## src/rtl/axis_uart_tx_s.sv

```systemverilog
// AXI4-Stream slave that serializes each 32-bit word as four UART bytes, byte 0 (TDATA[7:0]) first.
// Optional AXIS_UART_TX_PARITY_EN inserts an even-parity bit after data bit 7 of every byte.

module axis_uart_tx_s #(
    parameter int BAUD_DIV = 868
) (
    input  logic        S_AXIS_ACLK,
    input  logic        S_AXIS_ARESET,
    input  logic        S_AXIS_TVALID,
    output logic        S_AXIS_TREADY,
    input  logic [31:0] S_AXIS_TDATA,
    output logic        dout,
    output logic        busy
);

    localparam int            BW        = $clog2(BAUD_DIV);
    localparam logic [BW-1:0] BAUD_LAST = BW'(BAUD_DIV - 1);

`ifdef AXIS_UART_TX_PARITY_EN
    typedef enum logic [2:0] {IDLE, START, DATA, PARITY, STOP} state_t;
`else
    typedef enum logic [1:0] {IDLE, START, DATA, STOP} state_t;
`endif

    state_t        state_q, state_d;
    logic [BW-1:0] baud_cnt_q, baud_cnt_d;
    logic [2:0]    bit_cnt_q, bit_cnt_d;
    logic [1:0]    byte_cnt_q, byte_cnt_d;
    logic [31:0]   shift_word;
    logic          handshake;
    logic          bit_end;
    logic [7:0]    next_byte;
    logic          dout_d;
    logic          busy_d;
    logic          tready_d;

    assign handshake = (state_q == IDLE) && S_AXIS_TVALID && S_AXIS_TREADY;
    assign bit_end   = (baud_cnt_q == BAUD_LAST);

    // Outputs are registered from next-state values so the line changes on the same edge as the state.
    always_ff @(posedge S_AXIS_ACLK) begin
        if (S_AXIS_ARESET) begin
            state_q       <= IDLE;
            baud_cnt_q    <= '0;
            bit_cnt_q     <= '0;
            byte_cnt_q    <= '0;
            shift_word    <= '0;
            dout          <= 1'b1;
            busy          <= 1'b0;
            S_AXIS_TREADY <= 1'b0;
        end else begin
            state_q       <= state_d;
            baud_cnt_q    <= baud_cnt_d;
            bit_cnt_q     <= bit_cnt_d;
            byte_cnt_q    <= byte_cnt_d;
            dout          <= dout_d;
            busy          <= busy_d;
            S_AXIS_TREADY <= tready_d;
            if (handshake) begin
                shift_word <= S_AXIS_TDATA;
            end
        end
    end

    always_comb begin
        state_d    = state_q;
        baud_cnt_d = baud_cnt_q;
        bit_cnt_d  = bit_cnt_q;
        byte_cnt_d = byte_cnt_q;
        case (state_q)
            IDLE: begin
                if (handshake) begin
                    state_d    = START;
                    baud_cnt_d = '0;
                    bit_cnt_d  = '0;
                    byte_cnt_d = '0;
                end
            end
            START: begin
                if (bit_end) begin
                    state_d    = DATA;
                    baud_cnt_d = '0;
                    bit_cnt_d  = '0;
                end else begin
                    baud_cnt_d = baud_cnt_q + 1'b1;
                end
            end
            DATA: begin
                if (bit_end) begin
                    baud_cnt_d = '0;
                    if (bit_cnt_q == 3'd7) begin
`ifdef AXIS_UART_TX_PARITY_EN
                        state_d = PARITY;
`else
                        state_d = STOP;
`endif
                    end else begin
                        bit_cnt_d = bit_cnt_q + 3'd1;
                    end
                end else begin
                    baud_cnt_d = baud_cnt_q + 1'b1;
                end
            end
`ifdef AXIS_UART_TX_PARITY_EN
            PARITY: begin
                if (bit_end) begin
                    state_d    = STOP;
                    baud_cnt_d = '0;
                end else begin
                    baud_cnt_d = baud_cnt_q + 1'b1;
                end
            end
`endif
            STOP: begin
                if (bit_end) begin
                    baud_cnt_d = '0;
                    if (byte_cnt_q == 2'd3) begin
                        state_d = IDLE;
                    end else begin
                        state_d    = START;
                        byte_cnt_d = byte_cnt_q + 2'd1;
                        bit_cnt_d  = '0;
                    end
                end else begin
                    baud_cnt_d = baud_cnt_q + 1'b1;
                end
            end
            default: begin
                state_d = IDLE;
            end
        endcase
    end

    // The latched word never shifts; the byte on the line is picked by byte_cnt.
    always_comb begin
        next_byte = shift_word[{byte_cnt_d, 3'b000} +: 8];
        dout_d    = 1'b1;
        case (state_d)
            START:   dout_d = 1'b0;
            DATA:    dout_d = next_byte[bit_cnt_d];
`ifdef AXIS_UART_TX_PARITY_EN
            PARITY:  dout_d = ^next_byte;
`endif
            default: dout_d = 1'b1;
        endcase
        tready_d = (state_d == IDLE);
        busy_d   = (state_d != IDLE);
    end

endmodule

```

## config.mk

```make
export PLATFORM = sky130hd
export DESIGN_NAME = axis_uart_tx_s
export DESIGN_NICKNAME = d
export VERILOG_FILES = /design/src/rtl/axis_uart_tx_s.sv
export SDC_FILE = /design/constraint.sdc
export NUM_CORES = 1
export LEC_CHECK = 0
export BUFFER_PORTS_ARGS = -buffer_cell sky130_fd_sc_hd__buf_4
export CORE_ASPECT_RATIO = 0.5
export CORE_MARGIN = 2
export CORE_UTILIZATION = 47
export CTS_BUF_LIST = sky130_fd_sc_hd__clkbuf_16
export DETAILED_ROUTE_END_ITERATION = 12
export PLACE_DENSITY = 0.7
export SETUP_SLACK_MARGIN = 0.15
export SLEW_MARGIN = 10
export SYNTH_ARGS = -nofsm -noshare
export SYNTH_HDL_FRONTEND = slang
export SYNTH_SLANG_ARGS = --single-unit
export TNS_END_PERCENT = 10
```

## constraint.sdc

```tcl
create_clock -name S_AXIS_ACLK -period 2.6 [get_ports S_AXIS_ACLK]
set_input_delay 0.39 -clock S_AXIS_ACLK [delete_from_list [all_inputs] [get_ports S_AXIS_ACLK]]
set_output_delay 0.39 -clock S_AXIS_ACLK [all_outputs]
set_load 0.02 [all_outputs]
```

# Word level (Yosys, flattened, before mapping)
# Cells that the tools add are included.
[word_totals] reg_bits=52 in_bits=35
[classes] magnitude_cmp=1 reduce_logical=6 n_mux=24 n_eq_ne=9 n_shift=1 add_sub_neg=3
[ops] operator="32-bit by 6-bit variable part select with 8-bit output" n=1
[ops] operator="10-bit 2-to-1 mux" n=2
[ops] operator="10-bit one-hot mux with 2 select lines" n=1
[ops] operator="3-bit 2-to-1 mux" n=6
[ops] operator="2-bit 2-to-1 mux" n=8
[ops] operator="3-bit one-hot mux with 4 select lines" n=1
[ops] operator="10-bit by 1-bit adder with 10-bit output (second input constant)" n=1
[ops] operator="10-bit equality test (second input constant)" n=1
[ops] operator="2-bit equality test (second input constant)" n=4
[ops] operator="2-bit one-hot mux with 4 select lines" n=1
[ops] operator="2-bit by 1-bit equality test with 1-bit output (second input constant)" n=2
[ops] operator="2-bit logical NOT" n=2
[ops] operator="3-bit by 4-bit < comparator with 1-bit output (second input constant)" n=1
[ops] operator="2-bit one-hot mux with 2 select lines" n=1
[ops] operator="3-bit by 1-bit adder with 3-bit output (second input constant)" n=1
[ops] operator="1-bit binary-select mux with 3-bit select" n=1
[ops] operator="3-bit equality test (second input constant)" n=1
[ops] operator="3-bit OR reduction" n=1
[ops] operator="2-bit by 1-bit adder with 2-bit output (second input constant)" n=1
[ops] operator="1-bit logical AND" n=2
[ops] operator="1-bit 2-to-1 mux" n=2
[ops] operator="2-bit inequality test (second input constant)" n=1
[ops] operator="1-bit one-hot mux with 2 select lines" n=1
[ops] operator="2-bit nonzero test" n=1

# Logic depth before layout (Yosys ltp)
# Gate-level depths: netlist of run 1.
[logic_depth] word_depth=9 depth_mapped=12

# Least setup slack after synthesis of run 1
# No wires, ideal clock.
[synth_timing] path_kind="flip-flop to flip-flop" startpoint="register baud_cnt_q[0]" endpoint="register dout" period_less_slack_ns=2.453 slack_ns=0.147 stages_incl_launch_ff=11 arrival_ns=2.383 setup_time_ns=0.070 n_path_buf=1 path_cell_list="dfxtp_1 ha_1 and4b_1 buf_6 nand3_2 or4_4 nand3_4 mux2_2 a221oi_2 a211oi_1 a21oi_1"
[synth_via] elab_chain_len=7 elab_cells_between_ends=17 cone_classes="eq/ne (3); shift (1); mux (13)"
[synth_lines] element="from (decl)" line_no="26" rtl="logic [BW-1:0] baud_cnt_q, baud_cnt_d;"
[synth_lines] element="from (signal assigned)" line_no="53" rtl="baud_cnt_q <= baud_cnt_d;"
[synth_lines] element="10-bit equality test *" line_no="38" rtl="assign bit_end = (baud_cnt_q == BAUD_LAST);"
[synth_lines] element="2-bit 2-to-1 mux" line_no="115" rtl="if (bit_end) begin"
[synth_lines] element="2-bit one-hot mux with 2 select lines" line_no="70" rtl="case (state_q)"
[synth_lines] element="32-bit by 6-bit variable part select with 8-bit output" line_no="136" rtl="next_byte = shift_word[{byte_cnt_d, 3'b000} +: 8];"
[synth_lines] element="1-bit binary-select mux with 3-bit select" line_no="140" rtl="DATA: dout_d = next_byte[bit_cnt_d];"
[synth_lines] element="1-bit 2-to-1 mux (implied by the code)" line_no="140"
[synth_lines] element="1-bit one-hot mux with 2 select lines *" line_no="138" rtl="case (state_d)"
[synth_lines] element="to (signal assigned)" line_no="56" rtl="dout <= dout_d;"
[synth_lines] element="to (decl)" line_no="12" rtl="output logic dout,"
# Every way passes the cells marked *; elsewhere a longest branch is shown, timed or not. The select of a mux whose other input is x is not followed.
# A chain may end at the register's enable or synchronous reset.

# Worst setup path in the final report of run 1
[layout_timing] startpoint="register baud_cnt_q[1]" endpoint="register dout"
# Same word-level chain as after synthesis.

==> results.sh, run 1 <==
export IMPL_dieHeight_um=56.9
export IMPL_syn_nets=355
export IMPL_hp_class="in -> reg"
export IMPL_seq_power_share_pct=38.7
export IMPL_antenna_found_initial=0
export IMPL_yosys_cell_types_count=51
export IMPL_ant_nets=0
export IMPL_synth_edf_count=0
export IMPL_switching_power_mw=0.847
export IMPL_cts_tree="built"
export IMPL_htreeDepth=2
export IMPL_critPathCaptureType="flop"
export IMPL_grt_pass1_wl_um=9870
export IMPL_synthCells=313
export IMPL_io_pins=38
export IMPL_clk_latency_ns=0.30
export IMPL_final_cell_mix="78 x nand2_1, 59 x buf_4, 48 x dfxtp_1"
export IMPL_fin_util_pct=62.9
export IMPL_clk_pin_slew_ns=0.07
export IMPL_clock_skew_ns=0.00679
export IMPL_r2r_end="dout$_SDFF_PP1_"
export IMPL_timing_slew_headroom_pct=69.3
export IMPL_timing_fmax_ghz=0.409
export IMPL_die_w_um=110
export IMPL_drv_slew=0
export IMPL_drtPass1Iterations=5
export IMPL_syn2layout_area_growth_pct=30.3
export IMPL_required_ns=2.83
export IMPL_antennaDiodeCount=0
export IMPL_path_max_fanout=7
export IMPL_drive_gt1_share_pct=29.7
export IMPL_setup_viol=0
export IMPL_p_total_mw=2.57
export IMPL_grt_usage_pct=20.4
export IMPL_hold_violations=0
export IMPL_status="finished, final reports clean"
export IMPL_r2r_cells=12
export IMPL_num_fill_cells=432
export IMPL_tns_ns=0
export IMPL_p_leak_nw=1.29
export IMPL_r2r_start="baud_cnt_q[1]$_SDFFE_PP0P_"
export IMPL_dp_hpwl_um=4040
export IMPL_first_iter_violations=163
export IMPL_root_buffer="clkbuf_16"
export IMPL_wl_per_cell_um=14.3
export IMPL_routabilityCongestion=0.936
export IMPL_coreArea_sq_um=5440
export IMPL_grt_max_degree=45
export IMPL_wirelength_um=6280
export IMPL_async_flop_share_pct=0
export IMPL_dr_total_vias=2374
export IMPL_rsz0062_at_grt="yes"
export IMPL_crit_type="reg -> reg"
export IMPL_p_int_mw=1.72
export IMPL_postSynthAreaPerCell_sq_um=8.40
export IMPL_netSwitchingFraction_pct=32.9
export IMPL_die_area_sq_um=6250
export IMPL_ir_worst_vdd_mv=0.475
export IMPL_tightest_slew_ns=0.461
export IMPL_drv_cap=0
export IMPL_cts_max_path_buffers=2
export IMPL_synth_flop_cell="dfxtp_1"
export IMPL_fp_row_count=19
export IMPL_synth_warnings=0
export IMPL_numPortBuffers=37
export IMPL_whs_endpoint="shift_word[23]$_SDFFE_PP0P_"
export IMPL_r2r_slack_ns=0.16
export IMPL_power_share_combinational_pct=31.5
export IMPL_nets=408
export IMPL_cts_sinks=52
export IMPL_hold_path_depth=3
export IMPL_overflow=0
export IMPL_seq_area_frac_synth_pct=39.6
export IMPL_synth_area_sq_um=2630
export IMPL_min_from="S_AXIS_TDATA[23]"
export IMPL_initial_utilization_pct=48.3
export IMPL_ys_seq_elements=52
export IMPL_dp_cells=415
export IMPL_numCtsBuffers=5
export IMPL_fin_crit_sh_pct=94.0
export IMPL_stdcell_count=440
export IMPL_drcViolationCount=0
export IMPL_vias_per_cell=5.40
export IMPL_p_clk_share_pct=29.8
export IMPL_arrival_ns=2.68
export IMPL_final_common_cell="nand2_1"
export IMPL_power_density_nw_per_um2=751
export IMPL_startpoint_type="flop"
export IMPL_min_period_ns=2.44
export IMPL_grt_pass1_vias=2171
## worst max path at each step
| stage | from | to | slack (ns) |
|---|---|---|---|
| after global placement | state_q[1]$_SDFF_PP0_ | dout$_SDFF_PP1_ | 0.07 |
| after global routing | baud_cnt_q[1]$_SDFFE_PP0P_ | dout$_SDFF_PP1_ | 0.06 |
| after floorplan | baud_cnt_q[0]$_SDFFE_PP0P_ | dout$_SDFF_PP1_ | 0.16 |
| final | baud_cnt_q[1]$_SDFFE_PP0P_ | dout$_SDFF_PP1_ | 0.16 |
| after detailed placement | state_q[1]$_SDFF_PP0_ | dout$_SDFF_PP1_ | -0.009 |
| after CTS | baud_cnt_q[0]$_SDFFE_PP0P_ | dout$_SDFF_PP1_ | 0.15 |
## kinds of logic after synthesis
logic type | count (synthesis) | share of synthesized area, %
adders and majority gates | 7 | 3.33
AOI/OAI and AO/OA | 68 | 17.3
muxes | 25 | 9.80
xor gates and xnor gates | 9 | 3.00
buffers and inverters | 23 | 4.38
and+or+nand+nor | 129 | 22.6
DFF | 52 | 39.6
## metal layers
metal  GRT usage [%]  wire length, um  vias to the layer above
li1                -                -                     1183
met1            26.7             2780                     1106
met2            33.2             3080                       71
met3            4.65              318                       14
met4            6.33              104                        0
met5               0                0                        -
## stage by stage
| step | area, sq um | setup WS [ns] | hold WS [ns] |
|---|---|---|---|
| 6_report | 3430 | 0.155 | 0.333 |
| 5_1_grt | 3430 | 0.0570 | 0.343 |
| 4_1_cts | 3280 | 0.154 | 0.337 |
| 3_5_place_dp | 2990 | -0.00896 | 0.451 |
| 3_3_place_gp | 2990 | 0.0709 | 0.442 |
| 2_1_floorplan | 2630 | 0.164 | 0.436 |
## worst max-delay path, cell delays in order (launching register included)
cell,delay [ns]
dfxtp_4,0.36
ha_4,0.15
and4b_2,0.26
buf_6,0.14
a41oi_4,0.10
a21oi_4,0.21
buf_12,0.14
buf_16,0.11
mux2i_1,0.07
mux2_4,0.29
a221oi_2,0.30
a211oi_2,0.11
a21oi_1,0.15
## registers in the layout, summed over array words and instances, names as in the netlist
signal,flops
S_AXIS_TREADY,1
bit_cnt_q,3
state_q,2
byte_cnt_q,2
shift_word,32
busy,1
dout,1
baud_cnt_q,10
## power by group through the flow
stage | Combinational (mW) | Sequential [mW] | Clock (mW)
global route | 0.890 | 1.01 | 0.811
global placement | 0.697 | 0.994 | 0
floorplan | 0.456 | 1.01 | 0
CTS | 0.769 | 0.998 | 0.776
finish | 0.811 | 0.995 | 0.766
detailed placement | 0.715 | 1.00 | 0
## synthesized netlist by cell type (all sizes together) (2+ instances only)
cell type | instances | area share (%)
nand3 | 7 | 2.0
buf | 6 | 2.0
o22ai | 2 | 0.48
nand3b | 2 | 0.57
a31oi | 3 | 0.71
and2 | 3 | 0.71
nor2 | 21 | 3.0
mux2i | 19 | 7.2
a41oi | 4 | 2.0
xnor2 | 2 | 0.67
a21oi | 41 | 8.4
o21ai | 6 | 1.1
nand2 | 78 | 11
nand4 | 3 | 0.71
xor2 | 7 | 2.3
nor3 | 3 | 1.0
and3 | 4 | 0.95
ha | 7 | 3.3
mux2 | 6 | 2.6
nor2b | 2 | 0.48
clkbuf | 11 | 1.6
dfxtp | 52 | 40
inv | 6 | 0.86
## cell type report
| type | count | area, sq um | share of cell area, % |
|---|---|---|---|
| clock buffer | 5 | 125 | 3.65 |
| inverter | 6 | 22.5 | 0.657 |
| multi-input combinational | 238 | 1570 | 45.8 |
| tap | 73 | 91.3 | 2.67 |
| timing repair buffer | 63 | 522 | 15.2 |
| sequential | 52 | 1050 | 30.7 |
| clock inverter | 3 | 46.3 | 1.35 |
## timing repair
item / CTS / global route
cloned: 1 / 0
buffers inserted: 2 / 14
endpoints found under the hold margin: 0 / 0
resized for setup: 16 / 12
hold buffers: 0 / 0
endpoints found under the setup margin: 1 / 1
pin swaps: 0 / 7
No activity file was read; power rests on OpenSTA's default activity.
==> inputs of run 2 (changes only) <==
--- a/config.mk
+++ b/config.mk
@@ -6,12 +6,14 @@
 export NUM_CORES = 1
 export LEC_CHECK = 0
 export BUFFER_PORTS_ARGS = -buffer_cell sky130_fd_sc_hd__buf_4
+export CELL_PAD_IN_SITES_DETAIL_PLACEMENT = 0
+export CELL_PAD_IN_SITES_GLOBAL_PLACEMENT = 1
 export CORE_ASPECT_RATIO = 0.5
 export CORE_MARGIN = 2
-export CORE_UTILIZATION = 47
+export CORE_UTILIZATION = 38
 export CTS_BUF_LIST = sky130_fd_sc_hd__clkbuf_16
 export DETAILED_ROUTE_END_ITERATION = 12
-export PLACE_DENSITY = 0.7
+export PLACE_DENSITY_LB_ADDON = 0.1
 export SETUP_SLACK_MARGIN = 0.15
 export SLEW_MARGIN = 10
 export SYNTH_ARGS = -nofsm -noshare
==> run 2 against run 1 <==
Clock power fell by 14%. Cell count rose by 3.4%. Die area rose by 22%. Non-clock buffer count fell by 4. Via count fell by 4.3%. Global-route usage fell by 3.1 points. Register-to-register slack improved by 0.06 ns. Critical path depth fell by 3. Sequential cell count did not move. Sequential power barely moved. Critical endpoint unchanged. Largest power group unchanged.
==> results.sh, run 2 (same netlist as run 1, synthesis figures left out) <==
export IMPL_status="finished, final reports clean"
export IMPL_dp_hpwl_um=4280
export IMPL_crit_family="simple AND/OR/NAND/NOR gates"
export IMPL_r2r_cells=9
export IMPL_arrival_ns=2.62
export IMPL_drv_cap=0
export IMPL_cts_max_path_buffers=2
export IMPL_drtPass1Iterations=4
export IMPL_hold_violations=0
export IMPL_clk_latency_ns=0.30
export IMPL_antenna_found_initial=0
export IMPL_dr_total_vias=2272
export IMPL_ant_nets=0
export IMPL_crit_type="reg -> reg"
export IMPL_cpPeakStageDelay_ns=0.46
export IMPL_path_max_fanout=6
export IMPL_critPathCaptureType="flop"
export IMPL_root_buffer="clkbuf_16"
export IMPL_numCtsBuffers=5
export IMPL_startpoint_type="flop"
export IMPL_wl_per_cell_um=13.6
export IMPL_hp_class="in -> reg"
export IMPL_timing_slew_headroom_pct=69.4
export IMPL_r2r_start="baud_cnt_q[1]$_SDFFE_PP0P_"
export IMPL_min_from="S_AXIS_TDATA[1]"
export IMPL_setup_worst_path_start="baud_cnt_q[1]$_SDFFE_PP0P_"
export IMPL_holdWs_ns=0.334
export IMPL_die_area_sq_um=7640
export IMPL_io_pins=38
export IMPL_die_w_um=122
export IMPL_drcViolationCount=0
export IMPL_whs_endpoint="shift_word[1]$_SDFFE_PP0P_"
export IMPL_critPathSlowestCell="or4_4"
export IMPL_routabilityCongestion=0.865
export IMPL_cts_tree="built"
export IMPL_drive_gt1_share_pct=27.8
export IMPL_tns_ns=0
export IMPL_cp_num_buf_inv=0
export IMPL_crit_chain="ha_2 > and4b_2 > nand3_2 > or4_4 > nand3_4 > mux2_4 > a221oi_4 > a211oi_2 > a21oi_1"
export IMPL_wirelength_um=6180
export IMPL_fp_row_count=21
export IMPL_r2r_slack_ns=0.21
export IMPL_dp_cells=435
export IMPL_grt_usage_pct=17.2
export IMPL_clk_pin_slew_ns=0.07
export IMPL_clock_skew_ns=0.00416
export IMPL_setup_viol=0
export IMPL_tightest_slew_ns=0.459
export IMPL_stdcell_count=455
export IMPL_r2r_end="dout$_SDFF_PP1_"
export IMPL_hold_path_depth=3
export IMPL_numPortBuffers=37
export IMPL_grt_pass1_wl_um=10400
export IMPL_rsz0062_at_grt="yes"
export IMPL_htreeDepth=2
export IMPL_nets=404
export IMPL_fin_crit_sh_pct=91.8
export IMPL_antennaDiodeCount=0
export IMPL_p_leak_nw=1.25
export IMPL_required_ns=2.83
export IMPL_final_cell_mix="78 x nand2_1, 54 x buf_4, 48 x dfxtp_1"
export IMPL_power_density_nw_per_um2=715
export IMPL_ir_worst_vdd_mv=0.319
export IMPL_first_iter_violations=69
export IMPL_cts_sinks=52
export IMPL_timing_fmax_ghz=0.419
export IMPL_drv_slew=0
export IMPL_overflow=0
export IMPL_grt_pass1_vias=2198
export IMPL_largest_register_ffs=32
export IMPL_final_common_cell="nand2_1"
export IMPL_initial_utilization_pct=39.3
export IMPL_top_register="shift_word"
export IMPL_top_regs="shift_word: 32 flops, baud_cnt_q: 10 flops, bit_cnt_q: 3 flops"
export IMPL_min_period_ns=2.39
export IMPL_cts_hold_buffers=0
export IMPL_dieHeight_um=62.8
export IMPL_vias_per_cell=4.99
export IMPL_grt_max_degree=45
export IMPL_syn2layout_area_growth_pct=28.7
export IMPL_coreArea_sq_um=6700
-- run 2: cell types whose count changed in the layout (fill, tap and decap cells not counted), sizes merged --
cell,before,now
buf,63,59
clkinv,1,2
bufinv,1,0
-- run 2: layout make-up --
type / instances / area [sq um]
Sequential cell: 52 / 1050
Inverter: 6 / 22.5
Multi-Input combinational cell: 238 / 1550
Fill cell: 680 / 3320
Timing Repair Buffer: 59 / 512
Tap cell: 92 / 115
Clock buffer: 5 / 125
Clock inverter: 3 / 17.5
-- run 2: power by group --
group / switching (mW) / leakage [nW] / internal [mW]
registers: 0.0778 / 0.424 / 0.917
logic: 0.444 / 0.757 / 0.323
clock network: 0.301 / 0.0716 / 0.356
-- run 2: worst reg2reg max path, delay by kind of cell (launching register included) --
family | cells | cell delay [ns]
DFF | 1 | 0.34
muxes | 1 | 0.33
adders and majority gates | 1 | 0.17
AOI/OAI and AO/OA | 3 | 0.51
and+or+nand+nor | 4 | 0.97
-- run 2: what timing repair did --
action,in CTS,in global routing
resized for setup,15,6
setup buffers,6,4
endpoints found under the hold margin,0,0
endpoints found under the setup margin,1,1
pin swaps,4,5
gates cloned,2,0
-- run 2: worst max path at each step --
stage | end | slack, ns | cells past startpoint
2_1_floorplan | dout$_SDFF_PP1_ | 0.16 | 10
3_3_place_gp | dout$_SDFF_PP1_ | 0.16 | 9
3_5_place_dp | dout$_SDFF_PP1_ | 0.06 | 11
4_1_cts | dout$_SDFF_PP1_ | 0.16 | 12
5_1_grt | dout$_SDFF_PP1_ | 0.12 | 9
6_report | dout$_SDFF_PP1_ | 0.21 | 9
-- run 2: stage by stage --
| step | instance area, sq um | total power, mW | setup WS (ns) | util [%] |
|---|---|---|---|---|
| after floorplan | 2630 | 1.47 | 0.164 | - |
| after global placement | 3020 | 1.70 | 0.157 | 45.1 |
| after detailed placement | 3020 | 1.72 | 0.0609 | 45.1 |
| after CTS | 3330 | 2.42 | 0.159 | 49.7 |
| after global routing | 3380 | 2.57 | 0.122 | 50.5 |
| final | 3380 | 2.42 | 0.214 | 50.5 |
-- run 2: metal layers --
layer	track usage, %	up-vias	routed length [um]
li1	-	1180	-
met1	22.6	1056	3030
met2	27.7	29	2880
met3	4.47	7	188
met4	5.46	0	80
met5	0	-	0
==> inputs of run 3 (changes only) <==
--- a/config.mk
+++ b/config.mk
@@ -10,8 +10,8 @@
 export CELL_PAD_IN_SITES_GLOBAL_PLACEMENT = 1
 export CORE_ASPECT_RATIO = 0.5
 export CORE_MARGIN = 2
-export CORE_UTILIZATION = 38
-export CTS_BUF_LIST = sky130_fd_sc_hd__clkbuf_16
+export CORE_UTILIZATION = 40
+export CTS_BUF_LIST = sky130_fd_sc_hd__clkbuf_2
 export DETAILED_ROUTE_END_ITERATION = 12
 export PLACE_DENSITY_LB_ADDON = 0.1
 export SETUP_SLACK_MARGIN = 0.15
==> run 3 against run 2 <==
Sequential share of layout area is 1.2 points higher. Setup slack worse by 0.042 ns. Combinational power is 2% higher. Sequential power hardly changed. Largest cell class unchanged. Routed wire length is 1.6% higher.
==> results.sh, run 3 (same netlist as run 1, synthesis figures left out) <==
export IMPL_status="finished, final reports clean"
export IMPL_top_register="shift_word"
export IMPL_p_total_mw=2.12
export IMPL_num_fill_cells=631
export IMPL_cts_sinks=52
export IMPL_timing_fmax_ghz=0.412
export IMPL_grt_max_degree=45
export IMPL_dieHeight_um=61.3
export IMPL_cts_tree="built"
export IMPL_rsz0062_at_grt="yes"
export IMPL_startpoint_type="flop"
export IMPL_initial_utilization_pct=42.4
export IMPL_antenna_found_initial=0
export IMPL_dp_hpwl_um=4360
export IMPL_fin_crit_sh_pct=93.4
export IMPL_cts_max_path_buffers=2
export IMPL_hp_class="in -> reg"
export IMPL_drcViolationCount=0
export IMPL_crit_type="reg -> reg"
export IMPL_final_common_cell="nand2_1"
export IMPL_fin_util_pct=52.5
export IMPL_io_pins=38
export IMPL_drv_slew=0
export IMPL_nets=402
export IMPL_critPathCaptureType="flop"
export IMPL_drv_cap=0
export IMPL_fp_row_count=20
export IMPL_final_cell_mix="78 x nand2_1, 55 x buf_4, 48 x dfxtp_1"
export IMPL_top_regs="shift_word: 32 flops, baud_cnt_q: 10 flops, bit_cnt_q: 3 flops"
export IMPL_vias_per_cell=5.09
export IMPL_coreArea_sq_um=6210
export IMPL_tightest_slew_ns=0.454
export IMPL_drtPass1Iterations=4
export IMPL_path_max_fanout=8
export IMPL_p_leak_nw=1.20
export IMPL_grt_pass1_wl_um=9830
export IMPL_hold_violations=0
export IMPL_htreeDepth=2
export IMPL_largest_register_ffs=32
export IMPL_syn2layout_area_growth_pct=24.0
export IMPL_power_density_nw_per_um2=651
export IMPL_required_ns=2.99
export IMPL_ant_nets=0
export IMPL_numCtsBuffers=5
export IMPL_first_iter_violations=112
export IMPL_root_buffer="clkbuf_2"
export IMPL_numPortBuffers=37
export IMPL_grt_pass1_vias=2150
export IMPL_die_area_sq_um=7280
export IMPL_wirelength_um=6280
export IMPL_grt_usage_pct=17.3
export IMPL_overflow=0
export IMPL_antennaDiodeCount=0
export IMPL_arrival_ns=2.82
export IMPL_crit_chain="inv_1 > ha_1 > a21boi_4 > o21ai_1 > a21oi_4 > buf_4 > clkbuf_16 > mux2i_1 > mux2_2 > o22ai_2 > a211oi_2 > a21oi_1"
export IMPL_routabilityCongestion=0.866
export IMPL_clk_latency_ns=0.47
export IMPL_setup_viol=0
export IMPL_critPathSlowestCell="dfxtp_2"
export IMPL_die_w_um=119
export IMPL_tns_ns=0
export IMPL_timing_slew_headroom_pct=69.8
export IMPL_drive_gt1_share_pct=28.3
export IMPL_cpPeakStageDelay_ns=0.40
export IMPL_ir_worst_vdd_mv=0.252
export IMPL_dr_total_vias=2286
export IMPL_clock_skew_ns=0.0161
export IMPL_min_period_ns=2.43
export IMPL_crit_family="compound AO/OA/AOI/OAI gates"
export IMPL_clk_pin_slew_ns=0.28
export IMPL_cp_num_buf_inv=3
export IMPL_wl_per_cell_um=14.0
## run 3: changes by cell type in the layout (fill, tap and decap cells not counted), sizes merged
cell / previous run / this run
clkinvlp: 0 / 1
buf: 59 / 56
clkinv: 2 / 1
clkbuf: 5 / 6
## run 3: per-layer routing
layer	wire length, um	share of wire [%]	global-route usage (%)
met1	3110	49	21.8
met4	48	0.76	5.10
met5	0	0	0
met2	2910	46	29.9
met3	214	3.4	4.81
## run 3: power by group
part / switching (mW) / internal, mW / total (mW)
Combinational: 0.460 / 0.320 / 0.780
Clock: 0.277 / 0.0681 / 0.345
Sequential: 0.0786 / 0.918 / 0.997
Total: 0.815 / 1.31 / 2.12
## run 3: tightest hold or removal path: cells and delay by family
kind	cells	cell delay (ns)
AOI/OAI and AO/OA	1	0.05
and+or+nand+nor	1	0.04
buffers and inverters	1	0.10
## run 3: metrics by stage
| stage | std cells | setup slack (ns) | hold WS [ns] | instance area, sq um |
|---|---|---|---|---|
| after floorplan | 313 | 0.164 | 0.436 | 2630 |
| after global placement | 432 | 0.152 | 0.447 | 3030 |
| after detailed placement | 432 | 0.0817 | 0.447 | 3030 |
| after CTS | 440 | 0.151 | 0.0855 | 3080 |
| after global routing | 449 | 0.0980 | 0.0589 | 3260 |
| final | 449 | 0.173 | 0.115 | 3260 |
## run 3: path summary, 6_finish.rpt
path                                from                           to  slack [ns]  cells after the start
max                state_q[1]$_SDFF_PP0_              dout$_SDFF_PP1_        0.17                     12
min                      S_AXIS_TDATA[6]   shift_word[6]$_SDFFE_PP0P_        0.11                      3
max reg2reg        state_q[1]$_SDFF_PP0_              dout$_SDFF_PP1_        0.17                     12
min reg2reg  shift_word[28]$_SDFFE_PP0P_  shift_word[28]$_SDFFE_PP0P_        0.47                      2
## run 3: what timing repair did
action                     4_1_cts  5_1_grt
cloned                           0        1
setup endpoints to repair        1        2
resized for setup                5       18
buffers inserted                 0        8
pin swaps                        1        4
hold buffers                     0        0
## run 3: area by class of cell
class	instances	area, sq um	area share [%]
Clock buffer	5	25.0	0.767
Inverter	6	22.5	0.691
Timing Repair Buffer	57	458	14.0
Clock inverter	3	21.3	0.652
Sequential cell	52	1050	32.1
Tap cell	88	110	3.38
Multi-Input combinational cell	238	1580	48.4
